**src/rtl/tomasulo_pkg.sv**
```systemverilog
// Shared Tomasulo core definitions: sizing, ALU codes, the station write bundle
// and the per-operand source-resolution helper.
package tomasulo_pkg;

    localparam int unsigned NUM_RS = 8;
    localparam int unsigned TAG_W  = 3;
    localparam int unsigned XLEN   = 32;
    localparam int unsigned NREGS  = 32;

    localparam logic [3:0] ALU_ADD = 4'd0;
    localparam logic [3:0] ALU_SUB = 4'd1;
    localparam logic [3:0] ALU_AND = 4'd2;
    localparam logic [3:0] ALU_OR  = 4'd3;
    localparam logic [3:0] ALU_XOR = 4'd4;
    localparam logic [3:0] ALU_SLT = 4'd5;

    typedef struct packed {
        logic             va;
        logic [TAG_W-1:0] qa;
        logic [XLEN-1:0]  data_a;
        logic             vb;
        logic [TAG_W-1:0] qb;
        logic [XLEN-1:0]  data_b;
        logic [4:0]       rd;
        logic [3:0]       alucode;
        logic [31:0]      pc;
    } rs_wr_t;

    typedef struct packed {
        logic             v;
        logic [TAG_W-1:0] q;
        logic [XLEN-1:0]  data;
    } operand_t;

    // r0 is hard-wired ready/zero; a pending source is rescued by a matching CDB broadcast.
    function automatic operand_t resolve_src(
        input logic [4:0]       r,
        input logic             pend,
        input logic [TAG_W-1:0] tag,
        input logic [XLEN-1:0]  rf,
        input logic             cdb_v,
        input logic [TAG_W-1:0] cdb_tag,
        input logic [XLEN-1:0]  cdb_data
    );
        operand_t res;
        res.v    = 1'b1;
        res.q    = tag;
        res.data = rf;
        if (r == 5'd0) begin
            res.q    = '0;
            res.data = '0;
        end else if (pend) begin
            if (cdb_v && (cdb_tag == tag)) begin
                res.data = cdb_data;
            end else begin
                res.v    = 1'b0;
                res.data = '0;
            end
        end
        return res;
    endfunction

endpackage

```
**src/rtl/rs_free_pick.sv**
```systemverilog
// Lowest-index free reservation-station entry finder.
module rs_free_pick
    import tomasulo_pkg::*;
(
    input  logic [NUM_RS-1:0] busy_i,
    output logic              found_o,
    output logic [TAG_W-1:0]  idx_o
);

    // Scan high to low so the lowest free index is written last.
    always_comb begin
        found_o = 1'b0;
        idx_o   = '0;
        for (int i = NUM_RS - 1; i >= 0; i--) begin
            if (!busy_i[i]) begin
                found_o = 1'b1;
                idx_o   = TAG_W'(i);
            end
        end
    end

endmodule

```
**src/rtl/rs_dispatch.sv**
```systemverilog
// Reservation-station dispatch front end: entry allocation, register renaming
// through the register status table, and CDB snooping.
module rs_dispatch
    import tomasulo_pkg::*;
(
    input  logic              clk,
    input  logic              reset,
    input  logic              flush,
    input  logic              in_valid,
    output logic              in_ready,
    input  logic [31:0]       in_pc,
    input  logic [4:0]        in_rs,
    input  logic [4:0]        in_rt,
    input  logic [4:0]        in_rd,
    input  logic [3:0]        in_alucode,
    input  logic [XLEN-1:0]   rf_data_a,
    input  logic [XLEN-1:0]   rf_data_b,
    input  logic              cdb_valid,
    input  logic [TAG_W-1:0]  cdb_tag,
    input  logic [XLEN-1:0]   cdb_data,
    input  logic              rel_valid,
    input  logic [TAG_W-1:0]  rel_idx,
    output logic              rs_we,
    output logic [TAG_W-1:0]  rs_idx,
    output logic              rs_va,
    output logic [TAG_W-1:0]  rs_qa,
    output logic [XLEN-1:0]   rs_data_a,
    output logic              rs_vb,
    output logic [TAG_W-1:0]  rs_qb,
    output logic [XLEN-1:0]   rs_data_b,
    output logic [4:0]        rs_rd,
    output logic [3:0]        rs_alucode,
    output logic [31:0]       rs_pc
);

    logic [NUM_RS-1:0] busy_q, busy_d;
    logic [NREGS-1:0]  pend_q, pend_d;
    logic [TAG_W-1:0]  tag_q [NREGS];
    logic [TAG_W-1:0]  tag_d [NREGS];

    logic              free_found;
    logic [TAG_W-1:0]  free_idx;
    operand_t          src_a_c, src_b_c;
    rs_wr_t            wr_c;

    rs_free_pick u_free_pick (
        .busy_i  (busy_q),
        .found_o (free_found),
        .idx_o   (free_idx)
    );

    assign in_ready = reset & ~flush & free_found;
    assign rs_we    = in_valid & in_ready;
    assign rs_idx   = free_idx;

    // Sources see the table as it stood before this cycle's rename.
    always_comb begin
        src_a_c = resolve_src(in_rs, pend_q[in_rs], tag_q[in_rs], rf_data_a,
                              cdb_valid, cdb_tag, cdb_data);
        src_b_c = resolve_src(in_rt, pend_q[in_rt], tag_q[in_rt], rf_data_b,
                              cdb_valid, cdb_tag, cdb_data);
        wr_c         = '0;
        wr_c.va      = src_a_c.v;
        wr_c.qa      = src_a_c.q;
        wr_c.data_a  = src_a_c.data;
        wr_c.vb      = src_b_c.v;
        wr_c.qb      = src_b_c.q;
        wr_c.data_b  = src_b_c.data;
        wr_c.rd      = in_rd;
        wr_c.alucode = in_alucode;
        wr_c.pc      = in_pc;
    end

    assign rs_va      = wr_c.va;
    assign rs_qa      = wr_c.qa;
    assign rs_data_a  = wr_c.data_a;
    assign rs_vb      = wr_c.vb;
    assign rs_qb      = wr_c.qb;
    assign rs_data_b  = wr_c.data_b;
    assign rs_rd      = wr_c.rd;
    assign rs_alucode = wr_c.alucode;
    assign rs_pc      = wr_c.pc;

    // Next state: release, then allocate, CDB retire, then rename; flush overrides all.
    always_comb begin
        busy_d = busy_q;
        pend_d = pend_q;
        for (int r = 0; r < NREGS; r++) begin
            tag_d[r] = tag_q[r];
        end

        if (rel_valid) begin
            busy_d[rel_idx] = 1'b0;
        end
        if (rs_we) begin
            busy_d[free_idx] = 1'b1;
        end

        if (cdb_valid) begin
            for (int r = 1; r < NREGS; r++) begin
                if (pend_q[r] && (tag_q[r] == cdb_tag)) begin
                    pend_d[r] = 1'b0;
                end
            end
        end
        if (rs_we && (in_rd != 5'd0)) begin
            pend_d[in_rd] = 1'b1;
            tag_d[in_rd]  = free_idx;
        end

        if (flush) begin
            busy_d = '0;
            pend_d = '0;
        end
    end

    always_ff @(posedge clk or negedge reset) begin
        if (!reset) begin
            busy_q <= '0;
            pend_q <= '0;
            for (int r = 0; r < NREGS; r++) begin
                tag_q[r] <= '0;
            end
        end else begin
            busy_q <= busy_d;
            pend_q <= pend_d;
            for (int r = 0; r < NREGS; r++) begin
                tag_q[r] <= tag_d[r];
            end
        end
    end

endmodule

```
**config.mk**
```make
export PLATFORM = sky130hd
export DESIGN_NAME = rs_dispatch
export DESIGN_NICKNAME = d
export VERILOG_FILES = /design/src/rtl/tomasulo_pkg.sv /design/src/rtl/rs_free_pick.sv /design/src/rtl/rs_dispatch.sv
export SDC_FILE = /design/constraint.sdc
export NUM_CORES = 1
export LEC_CHECK = 0
export CAP_MARGIN = 20
export CELL_PAD_IN_SITES_DETAIL_PLACEMENT = 0
export CELL_PAD_IN_SITES_GLOBAL_PLACEMENT = 1
export CORE_ASPECT_RATIO = 0.75
export CORE_MARGIN = 10
export CORE_UTILIZATION = 40
export DETAILED_ROUTE_END_ITERATION = 8
export MAX_ROUTING_LAYER = met4
export PLACE_DENSITY_LB_ADDON = 0.25
export SLEW_MARGIN = 20
export SYNTH_ARGS = -nofsm -noshare
export SYNTH_HDL_FRONTEND = slang
export SYNTH_SLANG_ARGS = --single-unit
```
**constraint.sdc**
```tcl
create_clock -name clk -period 7.45 [get_ports clk]
set_input_delay 1.49 -clock clk [delete_from_list [all_inputs] [get_ports clk]]
set_output_delay 1.49 -clock clk [all_outputs]
set_load 0.03 [all_outputs]
```
* Yosys cells after proc, flatten, opt, wreduce, memory -nomap -nowiden
Index checks and enable logic that the tools add are counted.
** Word-level totals
- Logic and storage cells :: 219
- Output and inout bits :: 118
- Bits in registers :: 136
** Operators by class
- Magnitude comparators :: 12
- Equality and inequality tests :: 33
- Bitwise operators :: 11
- Reductions and logical operators :: 42
- Mux-type cells :: 86
** Operator list (number)
- $mux 32 :: 8
- $eq 3x3->1 :: 33
- $bwmux 96 :: 1
- $mux 1 :: 50
- $mux 3 :: 15
- $logic_and 1x1->1 :: 38
- $or 32x32->32 :: 1
- $mux 31 :: 1
- $bmux 3 s5 :: 2
- $mux 8 :: 3
- $ge 6x6->1 const B :: 3
- $lt 5x6->1 const B :: 3
- $not 5->6 :: 3
- $demux 3 s5 :: 1
- $bmux 1 s5 :: 2
- $logic_not 5->1 :: 2
- $and 8x8->8 :: 1
- $lt 3x4->1 const B :: 2
- $not 8->8 :: 1
- $or 8x8->8 :: 1
- $demux 1 s3 :: 2
- $ge 3x1->1 const B :: 2
- $lt 6x1->1 const B :: 1
- $demux 1 s5 :: 1
- other kinds (5) :: 7

* Depth between registers and ports, before layout
- Word-level depth :: 15
- Gate-level depth with buffers :: 11
- Gate-level depth less buffers :: 7

* By module
Synthesis repeated with hierarchy kept, for this count alone.
** Second synthesis, totals
- Cell total of the unflattened synthesis :: 1046
- Area, all modules :: 10045.9 µm²
** Modules (own cells, without submodules)
- rs_dispatch :: cells an instance 1030, area an instance 9967.1 µm², instances 1
- rs_free_pick :: cells an instance 16, area an instance 78.8 µm², instances 1

* Least setup slack after synthesis
No wires, ideal clock.
- Kind :: input-to-output
- Start point :: input port in_rs[2]
- End point :: output port rs_data_a[10]
- Slack :: 2.258 ns
- Cell stages on the path :: 10
- Arrival time :: 3.702 ns
- Path buffers :: 3
- Required time :: 5.960 ns
- Path through :: and2_1 > clkbuf_2 > clkbuf_1 > a22oi_1 > a21oi_1 > or4_1 > xor2_1 > nand4_4 > buf_6 > o21ai_1
** Between the ends
- Word-level cells in the longest chain between the ends :: 9
- Elaborated cells on any way between the ends :: 12
- Those cells by class :: eq/ne: 1; mux: 8; bitwise: 1; reduce/logical: 2
** RTL lines
- start, declared :: line rs_dispatch.sv:12 : input logic [4:0] in_rs,
- $not 5->6 (implied by the code) :: line rs_dispatch.sv:58 : src_a_c = resolve_src(in_rs, pend_q[in_rs], tag_q[in_rs], rf_data_a,
- $bmux 3 s5 :: line rs_dispatch.sv:58
- $mux 3 (implied by the code) (2 in series) :: line rs_dispatch.sv:58
- $eq 3x3->1 :: line tomasulo_pkg.sv:53 : if (cdb_v && (cdb_tag == tag)) begin
- $logic_and 1x1->1 :: line tomasulo_pkg.sv:53
- $mux 32 :: line tomasulo_pkg.sv:53
- $mux 32 :: line tomasulo_pkg.sv:52 : end else if (pend) begin
- $mux 32 * :: line tomasulo_pkg.sv:49 : if (r == 5'd0) begin
- end, declared :: line rs_dispatch.sv:27 : output logic [XLEN-1:0] rs_data_a,
Mark *: on every way between the ends. The rest lies on a longest branch, timed or not. The select of a mux whose other input is x is not followed.

* Worst setup path after layout
- Start point :: input port in_rt[2]
- End point :: output port rs_data_b[22]
** Between the ends
- Word-level cells in the longest chain between the ends :: 9
- Elaborated cells on any way between the ends :: 12
- Those cells by class :: eq/ne: 1; mux: 8; bitwise: 1; reduce/logical: 2
** RTL lines
- start, declared :: line rs_dispatch.sv:13 : input logic [4:0] in_rt,
- $not 5->6 (implied by the code) :: line rs_dispatch.sv:60 : src_b_c = resolve_src(in_rt, pend_q[in_rt], tag_q[in_rt], rf_data_b,
- $bmux 3 s5 :: line rs_dispatch.sv:60
- $mux 3 (implied by the code) (2 in series) :: line rs_dispatch.sv:60
- $eq 3x3->1 :: line tomasulo_pkg.sv:53
- $logic_and 1x1->1 :: line tomasulo_pkg.sv:53
- $mux 32 :: line tomasulo_pkg.sv:53
- $mux 32 :: line tomasulo_pkg.sv:52
- $mux 32 * :: line tomasulo_pkg.sv:49
- end, declared :: line rs_dispatch.sv:30 : output logic [XLEN-1:0] rs_data_b,
Marks and branches as above.

==> flow_summary.yaml <==
run_status:
  status: "complete, no violations"
logic_synthesis:
  syn_area_mm2: 0.0100
  ys_warn_count: 0
  synth_top_family_by_area: "multiplexers"
  synth_cell_types: 39
  synth_seq_area_share_pct: 33.9
  syn_inst: 1074
  syn_nets: 1233
  synth_seq_cells: 136
  synth-simple-area-share_pct: 13.4
  synth_edf_count: 0
  synthArstFlopShare_pct: 100
  synth-main-ff-cell: "dfrtp_1"
  synth-xor-area-share_pct: 8.65
  avgSynthCellArea_um2: 9.34
  synth_compound_area_share_pct: 13.3
  synth_adder_area_share_pct: 0
  synth_mux_area_share_pct: 23.2
layout:
  multi_input_area_mm2: 0.00591
  diodes: 0
  final_cell_mix: "clkdlybuf4s50_1 (195), nand2_1 (139), dfrtp_1 (136)"
  final_common_cell: "clkdlybuf4s50_1"
  final_nets: 1359
  fin_util_pct: 50.6
  fillers: 2343
  area_growth_pct: 25.4
  drive_above_1_share_pct: 15.1
  fin_cells: 1551
  ff_latch_area_mm2: 0.00340
hold_path:
  hold_start: "tag_q[93]$_DFFE_PN0P_"
  hold_path_end: "tag_q[93]$_DFFE_PN0P_"
  hold_class: "flop to flop"
  hold_depth: 0
sta:
  fin_tns_setup_ns: 0
  worst_hold_slack_ns: 0.401
  tightest_slew_ns: 0.950
  timing.final.crit_period_ns: 6.48
  fin_skew_ns: 0.00700
  max_slew_margin_pct: 36.5
  slew_viol_final: 0
  finalHoldViolations: 0
  rsz0062_at_grt: "false"
  max_freq_mhz: 154
  finalSetupViolCount: 0
  fin_crit_sh_pct: 86.9
clocking:
  clk_latency_ns: 0.44
  cts_tree: "done"
  post_cts_resize_count: 0
  clock_path_buffers: 2
  clock_sinks: 136
  clk_transition_reported_paths_ns: 0.06
  cts_hold_buffers: 0
  numCtsBuffers: 17
  htreeDepth: 4
  cts_setup_buffers: 0
  clock-root-buffer: "clkbuf_16"
critical_path:
  r2r_cells: 7
  crit_type: "input port to output pin"
  reg2reg_setup_slack_ns: 4.92
  cp_max_fo: 32
  r2r_start: "busy_q[2]$_DFF_PN0_"
  critical_path_arrival_ns: 4.99
  worstReg2RegEnd: "tag_q[21]$_DFFE_PN0P_"
  required_ns: 5.96
  worst_setup_path_start_kind: "input port"
  critPathCaptureType: "output pin"
die:
  die_area_mm2: 0.0319
  fp.dieW_um: 203
  coreArea_mm2: 0.0248
  rows: 50
  dieHeight_um: 157
  io_pins: 277
  start_util_pct: 40.4
power_and_ir_drop:
  peakVddDrop_uv: 156
  powerDensity_mw_per_mm2: 174
  p_total_w: 0.00219
  p_leak_nw: 5.27
routing:
  routedWlPerCell_um: 23.4
  ant_nets: 0
  via_per_inst: 5.61
  drt_iter0_drc: 818
  dr_total_vias: 8699
  wirelength_mm: 36.4
  drc_errors: 0
  firstDrtPassIters: 5
grt:
  grt_max_degree: 79
  gr-usage-all-layers_pct: 23.0
  grt_pass1_wl_mm: 54.7
  grt-ovfl-total: 0
  antenna_found_initial: 0
  grt_pass1_vias: 8440
placed_design:
  hpwl_mm: 27.2
  numPortBuffers: 204
  dp_cells: 1519
  gp_congestion: 0.934
job:
  cap_violations: 0
==> how the worst max path moves through the flow <==
stage | start | cells after the start | to
after floorplan | in_rs[2] | 10 | rs_data_a[10]
after global placement | in_rt[2] | 10 | rs_data_b[22]
after detailed placement | in_rt[2] | 10 | rs_data_b[22]
after CTS | in_rt[2] | 10 | rs_data_b[22]
after global routing | in_rt[2] | 10 | rs_data_b[22]
final | in_rt[2] | 10 | rs_data_b[22]
==> area by class of cell <==
cell class                 instances  share of cell area (%)
multi-input combinational        814                    47.0
sequential                       136                    27.1
timing repair buffer             229                    17.7
clock buffer                      18                    3.41
tap                              338                    3.36
clock inverter                    14                    1.37
inverter                           2                  0.0597
==> synthesized netlist by cell type (2+ instances only) <==
| cell type | count | share of area, % |
|---|---|---|
| o21ai_2 | 24 | 2.1 |
| nor2b_1 | 14 | 0.87 |
| clkbuf_1 | 50 | 1.9 |
| a31oi_1 | 2 | 0.12 |
| a211oi_1 | 2 | 0.15 |
| a21oi_1 | 58 | 2.9 |
| o21ai_1 | 40 | 2.0 |
| or4_1 | 2 | 0.15 |
| buf_1 | 5 | 0.19 |
| buf_8 | 2 | 0.30 |
| or2_2 | 4 | 0.25 |
| and2_1 | 3 | 0.19 |
| nor3_1 | 10 | 0.50 |
| dfrtp_1 | 136 | 34 |
| and2b_1 | 2 | 0.15 |
| xor2_1 | 2 | 0.17 |
| o21ai_0 | 6 | 0.30 |
| buf_4 | 47 | 3.5 |
| buf_6 | 9 | 1.0 |
| nor4_1 | 7 | 0.44 |
| nand2_1 | 139 | 5.2 |
| inv_1 | 2 | 0.075 |
| buf_2 | 8 | 0.40 |
| mux2_1 | 12 | 1.3 |
| mux2_2 | 81 | 9.1 |
| a22oi_1 | 76 | 5.7 |
| mux2i_1 | 128 | 13 |
| nor2_1 | 44 | 1.6 |
| nand4_1 | 38 | 2.4 |
| nand2b_1 | 15 | 0.94 |
| nor4_2 | 2 | 0.25 |
| xnor2_1 | 97 | 8.5 |
==> flip-flops by register name (all words and copies together), names as in the netlist <==
register,cells
pend_q,32
tag_q,96
busy_q,8
==> power breakdown <==
part | total (W) | internal [W] | switching (W)
sequential | 0.000751 | 0.000744 | 0.00000719
clock | 0.000875 | 0.000528 | 0.000347
combinational | 0.000559 | 0.000230 | 0.000329
==> routing by layer <==
metal | routed length [um] | global-route usage [%] | part of all wire [%] | vias up
li1 | - | - | - | 4025
met1 | 16800 | 32.4 | 46 | 4293
met2 | 16600 | 34.1 | 46 | 342
met3 | 2580 | 4.31 | 7.1 | 39
met4 | 382 | 4.04 | 1.1 | 0
met5 | 0 | - | 0 | -
==> logic make-up after synthesis <==
logic type | count (synthesis)
simple gates | 285
mux | 221
flops | 136
buf+inv | 124
xor+xnor | 99
compound gates | 209
==> per-stage QoR <==
| stage | worst slack, ns | area, um^2 |
|---|---|---|
| after global placement | 0.988 | 12000 |
| after detailed placement | 0.953 | 12000 |
| after floorplan | 2.26 | 10000 |
| final | 0.974 | 12600 |
| after CTS | 0.943 | 12600 |
| after global routing | 0.771 | 12600 |
==> worst max-delay path, cell delays in order <==
cell,delay (ns)
clkdlybuf4s50_1,0.50
and2_1,0.47
a22oi_1,0.44
a21oi_1,0.16
nor4_1,0.37
xnor2_1,0.20
nand4_1,0.12
buf_4,0.27
o21ai_1,0.23
clkdlybuf4s50_1,0.72
Note: power is estimated with default switching activity, not from simulation.
